File: src/rtl/imm_gen_pipe_if.sv
// Bundle of the upstream (instruction in) and downstream (immediate out)
// handshakes of imm_gen_pipe. The slave modport is the generator's view,
// the master modport is the view of whoever drives and consumes it.
interface imm_gen_pipe_if #(
   parameter int XLEN  = 32,
   parameter int TAG_W = 32,
   parameter int OP_W  = 3
);
   logic             in_valid;
   logic             in_ready;
   logic [31:0]      in_inst;
   logic [OP_W-1:0]  in_op;
   logic [TAG_W-1:0] in_tag;
   logic             out_valid;
   logic             out_ready;
   logic [XLEN-1:0]  out_imm;
   logic [TAG_W-1:0] out_tag;
   logic [1:0]       occupancy;

   modport slave (
      input  in_valid, in_inst, in_op, in_tag, out_ready,
      output in_ready, out_valid, out_imm, out_tag, occupancy
   );

   modport master (
      output in_valid, in_inst, in_op, in_tag, out_ready,
      input  in_ready, out_valid, out_imm, out_tag, occupancy
   );
endinterface

File: src/rtl/imm_gen_pipe.sv
// Registered RISC-V immediate generator with a 2-entry skid buffer.
// Handshake: a beat moves on a side only in a cycle where both its valid and
// ready are high at the rising edge; a producer holding valid must keep its
// payload unchanged until that happens, and valid never depends on ready.
// The buffer state (EMPTY/ONE/TWO) is exported directly as occupancy.
module imm_gen_pipe #(
   parameter int XLEN  = 32,   // 32 or 64
   parameter int TAG_W = 32,
   parameter int OP_W  = 3
) (
   input  logic           clk,
   input  logic           rst,
   input  logic           flush,
   imm_gen_pipe_if.slave  bus
);

   localparam logic [OP_W-1:0] OP_I  = OP_W'(1);
   localparam logic [OP_W-1:0] OP_S  = OP_W'(2);
   localparam logic [OP_W-1:0] OP_B  = OP_W'(3);
   localparam logic [OP_W-1:0] OP_J  = OP_W'(4);
   localparam logic [OP_W-1:0] OP_U  = OP_W'(5);
   localparam logic [OP_W-1:0] OP_Z  = OP_W'(6);
   localparam logic [OP_W-1:0] OP_SH = OP_W'(7);

   typedef enum logic [1:0] {
      ST_EMPTY = 2'd0,
      ST_ONE   = 2'd1,
      ST_TWO   = 2'd2
   } state_t;

   state_t           state_q, state_d;
   logic [XLEN-1:0]  main_imm_q, skid_imm_q;
   logic [TAG_W-1:0] main_tag_q, skid_tag_q;
   logic             main_load, main_from_skid, skid_load;
   logic             acc, pop;
   logic [63:0]      imm64;
   logic [XLEN-1:0]  imm_c;
   logic [31:0]      inst;

   assign inst = bus.in_inst;

   // Immediate formed at 64 bits; the low XLEN bits are the result, which
   // keeps the sign extension identical for RV32 and RV64.
   always_comb begin
      imm64 = 64'd0;
      case (bus.in_op)
         OP_I:  imm64 = {{52{inst[31]}}, inst[31:20]};
         OP_S:  imm64 = {{52{inst[31]}}, inst[31:25], inst[11:7]};
         OP_B:  imm64 = {{51{inst[31]}}, inst[31], inst[7], inst[30:25],
                         inst[11:8], 1'b0};
         OP_J:  imm64 = {{43{inst[31]}}, inst[31], inst[19:12], inst[20],
                         inst[30:21], 1'b0};
         OP_U:  imm64 = {{32{inst[31]}}, inst[31:12], 12'd0};
         OP_Z:  imm64 = {59'd0, inst[19:15]};
         OP_SH: imm64 = (XLEN == 64) ? {58'd0, inst[25:20]}
                                     : {59'd0, inst[24:20]};
         default: imm64 = 64'd0;
      endcase
   end

   assign imm_c = imm64[XLEN-1:0];

   generate
      if (XLEN < 64) begin : g_narrow
         logic unused_hi;
         assign unused_hi = ^imm64[63:XLEN];
      end
   endgenerate

   logic unused_opcode;
   assign unused_opcode = ^inst[6:0];

   assign bus.in_ready  = (state_q != ST_TWO);
   assign bus.out_valid = (state_q != ST_EMPTY);
   assign bus.out_imm   = main_imm_q;
   assign bus.out_tag   = main_tag_q;
   assign bus.occupancy = state_q;

   assign acc = bus.in_valid && bus.in_ready;
   assign pop = bus.out_valid && bus.out_ready;

   // Next-state and register load controls; flush overrides any transfer.
   always_comb begin
      state_d        = state_q;
      main_load      = 1'b0;
      main_from_skid = 1'b0;
      skid_load      = 1'b0;
      if (flush) begin
         state_d = ST_EMPTY;
      end else begin
         case (state_q)
            ST_EMPTY: begin
               if (acc) begin
                  state_d   = ST_ONE;
                  main_load = 1'b1;
               end
            end
            ST_ONE: begin
               if (acc && pop) begin
                  main_load = 1'b1;
               end else if (acc) begin
                  state_d   = ST_TWO;
                  skid_load = 1'b1;
               end else if (pop) begin
                  state_d = ST_EMPTY;
               end
            end
            ST_TWO: begin
               if (pop) begin
                  state_d        = ST_ONE;
                  main_load      = 1'b1;
                  main_from_skid = 1'b1;
               end
            end
            default: state_d = ST_EMPTY;
         endcase
      end
   end

   // Buffer state register.
   always_ff @(posedge clk) begin
      if (rst) state_q <= ST_EMPTY;
      else     state_q <= state_d;
   end

   // Main (output) register: loads only when an entry moves into it.
   always_ff @(posedge clk) begin
      if (rst) begin
         main_imm_q <= '0;
         main_tag_q <= '0;
      end else if (main_load) begin
         main_imm_q <= main_from_skid ? skid_imm_q : imm_c;
         main_tag_q <= main_from_skid ? skid_tag_q : bus.in_tag;
      end
   end

   // Skid register: catches the entry accepted while the output is stalled.
   always_ff @(posedge clk) begin
      if (rst) begin
         skid_imm_q <= '0;
         skid_tag_q <= '0;
      end else if (skid_load) begin
         skid_imm_q <= imm_c;
         skid_tag_q <= bus.in_tag;
      end
   end

endmodule

File: src/flat_wrapper.sv
// flat-port wrapper written by rule: the top's interface ports become plain ports
module imm_gen_pipe_flat 
#(
   parameter int XLEN  = 32,              
   parameter int TAG_W = 32,
   parameter int OP_W  = 3
)
  (clk, rst, flush, bus_in_valid, bus_in_inst, bus_in_op, bus_in_tag, bus_out_ready, bus_in_ready, bus_out_valid, bus_out_imm, bus_out_tag, bus_occupancy);
  imm_gen_pipe_if #(.XLEN(XLEN), .TAG_W(TAG_W), .OP_W(OP_W)) bus_i ();
  input  logic clk;
  input  logic rst;
  input  logic flush;
  input wire logic [$bits(bus_i.in_valid)-1:0] bus_in_valid;
  input wire logic [$bits(bus_i.in_inst)-1:0] bus_in_inst;
  input wire logic [$bits(bus_i.in_op)-1:0] bus_in_op;
  input wire logic [$bits(bus_i.in_tag)-1:0] bus_in_tag;
  input wire logic [$bits(bus_i.out_ready)-1:0] bus_out_ready;
  output wire logic [$bits(bus_i.in_ready)-1:0] bus_in_ready;
  output wire logic [$bits(bus_i.out_valid)-1:0] bus_out_valid;
  output wire logic [$bits(bus_i.out_imm)-1:0] bus_out_imm;
  output wire logic [$bits(bus_i.out_tag)-1:0] bus_out_tag;
  output wire logic [$bits(bus_i.occupancy)-1:0] bus_occupancy;
  assign bus_i.in_valid = bus_in_valid;
  assign bus_i.in_inst = bus_in_inst;
  assign bus_i.in_op = bus_in_op;
  assign bus_i.in_tag = bus_in_tag;
  assign bus_i.out_ready = bus_out_ready;
  assign bus_in_ready = bus_i.in_ready;
  assign bus_out_valid = bus_i.out_valid;
  assign bus_out_imm = bus_i.out_imm;
  assign bus_out_tag = bus_i.out_tag;
  assign bus_occupancy = bus_i.occupancy;
  imm_gen_pipe #(.XLEN(XLEN), .TAG_W(TAG_W), .OP_W(OP_W)) u_core (.clk(clk), .rst(rst), .flush(flush), .bus(bus_i));
endmodule
File: config.mk
export PLATFORM = sky130hd
export DESIGN_NAME = imm_gen_pipe_flat
export DESIGN_NICKNAME = d
export VERILOG_FILES = /design/src/rtl/imm_gen_pipe_if.sv /design/src/rtl/imm_gen_pipe.sv /design/src/flat_wrapper.sv
export SDC_FILE = /design/constraint.sdc
export NUM_CORES = 1
export LEC_CHECK = 0
export ABC_AREA = 1
export CORE_ASPECT_RATIO = 2
export CORE_MARGIN = 3
export CORE_UTILIZATION = 54
export DETAILED_ROUTE_END_ITERATION = 12
export GPL_TIMING_DRIVEN = 1
export PLACE_DENSITY = 0.86
export SYNTH_ARGS = -nofsm -noshare
export SYNTH_HDL_FRONTEND = slang
export SYNTH_SLANG_ARGS = --single-unit
File: constraint.sdc
create_clock -name clk -period 3.22 [get_ports clk]
set_input_delay 0.483 -clock clk [delete_from_list [all_inputs] [get_ports clk]]
set_output_delay 0.483 -clock clk [all_outputs]
set_load 0.01 [all_outputs]
* Word-level counts from Yosys, hierarchy flattened *
Index checks and enable logic that the tools add are counted.

storage, ports and cells
  output and inout bits = 68
  logic and storage cells = 45
  register bits after elaboration = 130

cells by class
  mux-type cells = 19
  equality and inequality tests = 14
  reduce and logical (&&, ||, !) cells = 7

operators by type and width
  operator            count
  $pmux 32 s7         1
  $mux 32             2
  $eq 3x3->1 const B  4
  $mux 2              5
  $mux 1              9
  $eq 3x2->1 const B  2
  $pmux 2 s3          1
  $ne 2x1->1 const B  2
  $ne 2x2->1 const B  2
  $reduce_and 4->1    1
  $eq 3x1->1 const B  1
  $logic_and 1x1->1   3
  $ne 3x1->1 const B  1
  $pmux 1 s3          1
  $eq 2x1->1 const B  1
  $eq 2x2->1 const B  1
  $logic_not 2->1     1
  $reduce_bool 2->1   1
  $reduce_or 2->1     1

* Logic depth before layout (Yosys ltp) *
Gate-level depths: netlist (run 1).

  word-level depth = 6
  gate-level depth with buffers = 11

* Worst setup path before layout (run 1) *
No wires, ideal clock.

  path type = input to register
  start = input bus_in_op[1]
  end = register u_core.main_imm_q[21], in the netlist u_core.bus.out_imm[21]
  buffers on the path = 2
  stages = 10
  arrival time = 1.440 ns
  setup time = 0.109 ns
  setup slack = 1.671 ns
  required time = 3.111 ns
  cell sequence = buf_2 > inv_1 > nand2_1 > nand3_2 > buf_2 > nand3_1 > nand2_1 > nand2_1 > nand2_1 > inv_1

between the ends
  cells in the longest elaborated chain, start to end = 3
  elaborated cells on any way between the ends = 9
  those cells by class = eq/ne: 7; mux: 2

ends and longest elaborated chain
  item                                RTL line             RTL
  start, declared                     flat_wrapper.sv:15   input wire logic [$bits(bus_i.in_op)-1:0] bus_in_op;
  $eq 3x3->1 (tied with other cells)  imm_gen_pipe.sv:46   case (bus.in_op)
  $pmux 32 s7 (*)                     imm_gen_pipe.sv:46
  $mux 32 (*)                         imm_gen_pipe.sv:132  main_imm_q <= main_from_skid ? skid_imm_q : imm_c;
  end signal, assigned                imm_gen_pipe.sv:132
  end, declared                       imm_gen_pipe.sv:32   logic [XLEN-1:0] main_imm_q, skid_imm_q;

Mark *: on every way between the ends. The rest lies on a longest branch, timed or not.
A chain may end at the register's enable or synchronous reset.

* Worst setup path after layout (run 1) *
  start = input flush
  end = register u_core.main_imm_q[7], in the netlist u_core.bus.out_imm[7]

between the ends
  cells in the longest elaborated chain, start to end = 2
  elaborated cells on any way between the ends = 3
  those cells by class = mux: 3

ends and longest elaborated chain
  item             RTL line             RTL
  start, declared  flat_wrapper.sv:12   input logic flush;
  $mux 1           imm_gen_pipe.sv:88   if (flush) begin
  $mux 32          imm_gen_pipe.sv:132

Parallel ways exist; a longest one is shown, timed or not.

==> results.txt, run 1 <==
vias per cell - 5.23
CP max stage cell - clkdlybuf4s50_1
Hold Path Depth - 2
Slew Limit Fails - 0
largest net degree at the start of global routing - 114
GPL Wtd Cong - 0.936
worst reg2reg endpoint - u_core.bus.out_imm[7]
post-synthesis xor/xnor area fraction - 0%
chip height - 155 microns
initial antenna violation count - 0
Area contributors post-synth - dfxtp_1, nor2_1, nand2_1, o21ai_0, inv_1
fillcell total - 881
Total Wirelength - 16500 microns
worst path required time - 3.52 ns
clk_lat worst skew - 0.42 ns
critical path's largest stage delay - 0.49 ns
HP Class - flop to flop
MaxCap Viol Count - 0
Crit path arrival time - 2.49 ns
port bufs - 132
final hold violation count - 0
ANT cells - 0
Tcrit/Tclk final - 68.3%
Max-slew headroom - 27.0%
IO Pins - 140
Crit Path Max Fanout - 52
first-pass GRT wire length - 26700 microns
H-tree levels - 4
synthesis-to-finish area growth - 32.3%
skew final - 0.00981 ns
Startpoint Class - input port
maximum VDD drop - 0.481 mV
largest family of logic cells by synthesized area - simple AND/OR/NAND/NOR gates
static leakage - 3.61 nW
post-synthesis register bit count - 130
Period minus WS final - 2.20 ns
crit-path cells - clkdlybuf4s50_1, inv_1, nand3_2, clkinv_1, buf_12, nor2_1, nor3_1, nor2_1
cell taking the most area after synthesis - dfxtp_1
most frequent cells in the layout - nor2_1, nand2_1, clkdlybuf4s50_1
initial DRC count - 404
clock sinks - 130
num rows - 53
CTS max path bufs - 2
# hold bufs at CTS - 0
gr usage total - 27.2%
area fraction of the dominant cell type after synthesis - 43.6%
clk slew on worst S/H paths - 0.06 ns
Crit Path Class - input port to flop
register area share after synthesis - 43.6%
cell area power density - 522 nW/um^2
Syn Std Cell Area - 5970 sq um
routed vias - 6190
Wirelength per Cell - 13.9 microns
final cell utilization of the core - 74.0%
Mapped Avg Cell Area - 6.39 sq um
Root Buffer Master - clkbuf_16
worst hold endpoint - u_core.bus.out_tag[13]
setup bufs post-CTS - 0
GR Overflow Total - 0
Core Area - 10700 sq um
post-synthesis mux area share - 0%
R2R depth - 8
count of cell types in the netlist - 23
initial core utilization - 55.9%
die area - 12400 sq um
Yosys warning count - 0
status - finished, final reports clean
die width - 80.4 microns
Synth Area in Adders - 0%
crit-path most repeated cell - nor2_1
TritonCTS clock tree - yes
post_cts resized - 0
vias in the first global route - 5699
post-layout net count - 1106
detailed placement HPWL - 10100 microns
setup tns final - 0 ns
Final Setup Violations - 0
Routed Antenna Nets - 0
worst-margin pin slew - 1.09 ns
total CTS buffers - 17
drc violations - 0
TritonRoute pass-1 iters - 5
r2r startpoint - u_core.bus.occupancy[1]
RSZ-0062 raised after global routing - false
Cells after Synth - 935
most common cell after layout, fill and taps aside - nor2_1
layout cells sized above 1 - 4.87%
Synth Area in Simple Gates - 35.2%
FMAX - 0.455 GHz
HP Start - u_core.bus.out_tag[13]
complex-gate fraction of the synthesized area - 12.3%
Worst Setup End Kind - flop
Post-Syn Nets - 1007
r2r setup slk - 1.12 ns
[Yosys cell counts]
library cell / instances
inv_1: 63
o21ai_0: 89
nor2_1: 248
buf_2: 23
nor3_1: 7
buf_4: 3
o21ai_1: 19
inv_2: 4
clkbuf_1: 30
nand3_1: 40
nand4_1: 10
buf_1: 5
nand2_2: 2
nand2_1: 221
nor3_4: 1
nor2_2: 1
dfxtp_1: 130
clkinv_1: 2
nand3_2: 1
a211oi_1: 1
o21bai_1: 4
a21oi_1: 30
a2111oi_0: 1
[registers in the layout, summed over array words and instances, names as in the netlist]
signal and flops:
u_core.bus.out_tag 32, u_core.bus.out_imm 32, u_core.skid_tag_q 32, u_core.bus.occupancy 2
u_core.skid_imm_q 32
[worst max-delay path by stage]
stage / startpoint / to / slack, ns / depth (start not counted)
floorplan: bus_in_op[1] / u_core.bus.out_imm[21] / 1.67 / 10
global placement: flush / u_core.bus.out_imm[7] / 0.68 / 8
detailed placement: flush / u_core.bus.out_imm[7] / 0.61 / 8
CTS: flush / u_core.bus.out_imm[7] / 1.02 / 8
global route: flush / u_core.bus.out_imm[6] / 0.95 / 8
finish: flush / u_core.bus.out_imm[7] / 1.02 / 8
[area by class of cell]
type	instances	area, sq um	area share [%]
clock buffers	19	443	5.61
clock inverters	13	138	1.74
inverters	69	259	3.28
multi-input cells	675	2850	36.0
flip-flops and latches	130	2600	33.0
well taps	137	171	2.17
repair buffers	141	1440	18.2
[cells by family after synthesis]
kind of cell           Yosys count
AOI/OAI and AO/OA              144
buffers and inverters          130
DFF                            130
and+or+nand+nor                531
[critical path: cells and delay by family]
kind | cells | cell delay [ns]
buf+inv | 4 | 1.18
simple gates | 4 | 0.82
[report_power, final]
group          internal (mW)  switching, mW  total, mW  leakage (nW)
Sequential              1.68         0.0368       1.72          1.06
Clock                   1.16          0.722       1.88         0.279
Combinational          0.254          0.272      0.526          2.27
[stage by stage]
step | worst slack [ns] | hold slack (ns) | cell area (sq um) | power [mW] | std cells
5_1_grt | 0.952 | 0.532 | 7900 | 4.28 | 1184
3_5_place_dp | 0.615 | 0.488 | 7320 | 2.27 | 1152
2_1_floorplan | 1.67 | 0.478 | 5970 | 2.00 | 935
6_report | 1.02 | 0.500 | 7900 | 4.12 | 1184
4_1_cts | 1.02 | 0.504 | 7900 | 4.15 | 1184
3_3_place_gp | 0.682 | 0.476 | 7320 | 2.27 | 1152
[metal layers]
| layer | track usage (%) | share of wire [%] |
|---|---|---|
| met5 | 0 | 0 |
| met4 | 13.9 | 3.9 |
| met3 | 7.05 | 5.3 |
| met2 | 47.2 | 52 |
| met1 | 29.7 | 38 |
(Power assumes the default switching activity.)
==> inputs of run 2 (changes only) <==
Settings changed: CORE_UTILIZATION 54 to 50, PLACE_DENSITY 0.86 to 0.8.
Clock period 3.22 ns to 2.1 ns, I/O delays scaled along.
==> run 2 against run 1 <==
Net effect: sequential power is 53% higher; clock-buffer cell count is 1 lower; final area is 2.6% higher; critical path depth is 4 lower; first-iteration DRC count is 2.7% higher; utilization is 3.4 points lower; power is 57% higher; via count is 0.11% higher; global-route usage is 1.4 points lower; non-clock buffer count is 14 higher; register-to-register slack worse by 0.61 ns; routed wire length is 2.2% higher; critical path type is now flop to output pin; critical endpoint is now bus_in_ready.
==> results.txt, run 2 (synthesis results as in run 1) <==
synthesis-to-finish area growth - 35.8%
post_cts resized - 0
port bufs - 132
chip height - 161 microns
skew final - 0.00559 ns
static leakage - 3.71 nW
post-layout net count - 1120
Wirelength per Cell - 14.0 microns
final hold violation count - 0
vias in the first global route - 5940
layout cells sized above 1 - 6.22%
PnR Total Power - 6.46 mW
# hold bufs at CTS - 0
GR Overflow Total - 0
Hold Path Depth - 2
initial core utilization - 52.0%
CP max stage cell - clkdlybuf4s50_1
initial antenna violation count - 0
Startpoint Class - flop
die width - 83.3 microns
maximum VDD drop - 0.725 mV
FMAX - 0.522 GHz
status - finished, final reports clean
drc violations - 0
worst reg2reg endpoint - u_core.bus.out_tag[0]
Levels on crit path - 4
top cell family by delay on the critical path - buffers and inverters
worst-margin pin slew - 0.445 ns
cell area power density - 797 nW/um^2
most common cell after layout, fill and taps aside - nor2_1
HP Class - flop to flop
setup tns final - 0 ns
total CTS buffers - 17
vias per cell - 5.15
Setup crit start - u_core.bus.occupancy[1]
clock sinks - 130
Worst Setup End Kind - output pin
Tcrit/Tclk final - 91.1%
Crit path arrival time - 1.60 ns
IO Pins - 140
Crit Path Class - flop to output pin
worst path bufs/invs - 3
TritonRoute pass-1 iters - 5
crit-path cells - inv_2, nor2_2, inv_1, clkdlybuf4s50_1
ANT cells - 0
GPL Wtd Cong - 0.861
detailed placement HPWL - 11100 microns
CP Capture Point - bus_in_ready
Final Setup Violations - 0
MaxCap Viol Count - 0
clk_lat worst skew - 0.41 ns
most frequent cells in the layout - nor2_1, nand2_1, clkdlybuf4s50_1
worst path required time - 1.78 ns
initial DRC count - 415
R2R depth - 9
Root Buffer Master - clkbuf_16
Total Wirelength - 16800 microns
Routed Antenna Nets - 0
TritonCTS clock tree - yes
CTS max path bufs - 2
Slew Limit Fails - 0
RSZ-0062 raised after global routing - false
r2r startpoint - u_core.bus.occupancy[1]
r2r setup slk - 0.51 ns
clk slew on worst S/H paths - 0.06 ns
first-pass GRT wire length - 28400 microns
placed insts - 1171
Crit Path Max Fanout - 5
critical path's largest stage delay - 0.48 ns
die area - 13400 sq um
Core Area - 11500 sq um
routed vias - 6197
largest net degree at the start of global routing - 50
Period minus WS final - 1.91 ns
num rows - 55
gr usage total - 25.8%
final cell count without fillers - 1203
H-tree levels - 4
setup bufs post-CTS - 0
Max-slew headroom - 70.3%
==> run 2: layout make-up <==
class / count / area [sq um]
Fill cell: 949 / 3390
Sequential cell: 130 / 2600
Multi-Input combinational cell: 675 / 2850
Timing Repair Buffer: 155 / 1620
Inverter: 69 / 259
Clock inverter: 14 / 164
Clock buffer: 18 / 439
Tap cell: 142 / 178
==> run 2: worst reg2reg max path, stage by stage (launching register included) <==
cell,delay [ns]
dfxtp_1,0.41
inv_2,0.08
nor2_2,0.16
nand2_1,0.08
nand2_1,0.08
nand2_2,0.08
inv_2,0.20
buf_12,0.22
o21ai_0,0.10
nor2_1,0.11
==> run 2: worst min-delay path by stage <==
stage                                      from                       to  slack [ns]
after floorplan                   bus_out_ready  u_core.bus.occupancy[1]        0.40
after global placement    u_core.bus.out_tag[5]    u_core.bus.out_tag[5]        0.48
after detailed placement  u_core.bus.out_tag[7]    u_core.bus.out_tag[7]        0.48
after CTS                 u_core.bus.out_tag[7]    u_core.bus.out_tag[7]        0.50
after global routing              bus_in_tag[0]     u_core.skid_tag_q[0]        0.52
final                     u_core.bus.out_tag[7]    u_core.bus.out_tag[7]        0.50
==> run 2: routing by layer <==
metal,GRT usage (%),part of all wire (%)
met1,27.7,38
met2,49.1,55
met3,5.18,4.6
met4,9.00,2.4
met5,0,0
==> run 2: metrics by stage <==
| stage | hold slack [ns] | worst slack, ns | instance area, sq um | utilization [%] |
|---|---|---|---|---|
| floorplan | 0.404 | 0.634 | 5970 | - |
| global placement | 0.475 | 0.110 | 7500 | 65.3 |
| finish | 0.496 | 0.186 | 8110 | 70.5 |
| CTS | 0.500 | 0.180 | 8110 | 70.5 |
| detailed placement | 0.484 | 0.0904 | 7500 | 65.3 |
| global route | 0.521 | 0.129 | 8110 | 70.5 |
==> run 2: power breakdown <==
| group | internal, mW | switching [mW] | total [mW] |
|---|---|---|---|
| sequential | 2.58 | 0.0560 | 2.63 |
| clock | 1.89 | 1.11 | 3.00 |
| combinational | 0.411 | 0.423 | 0.834 |
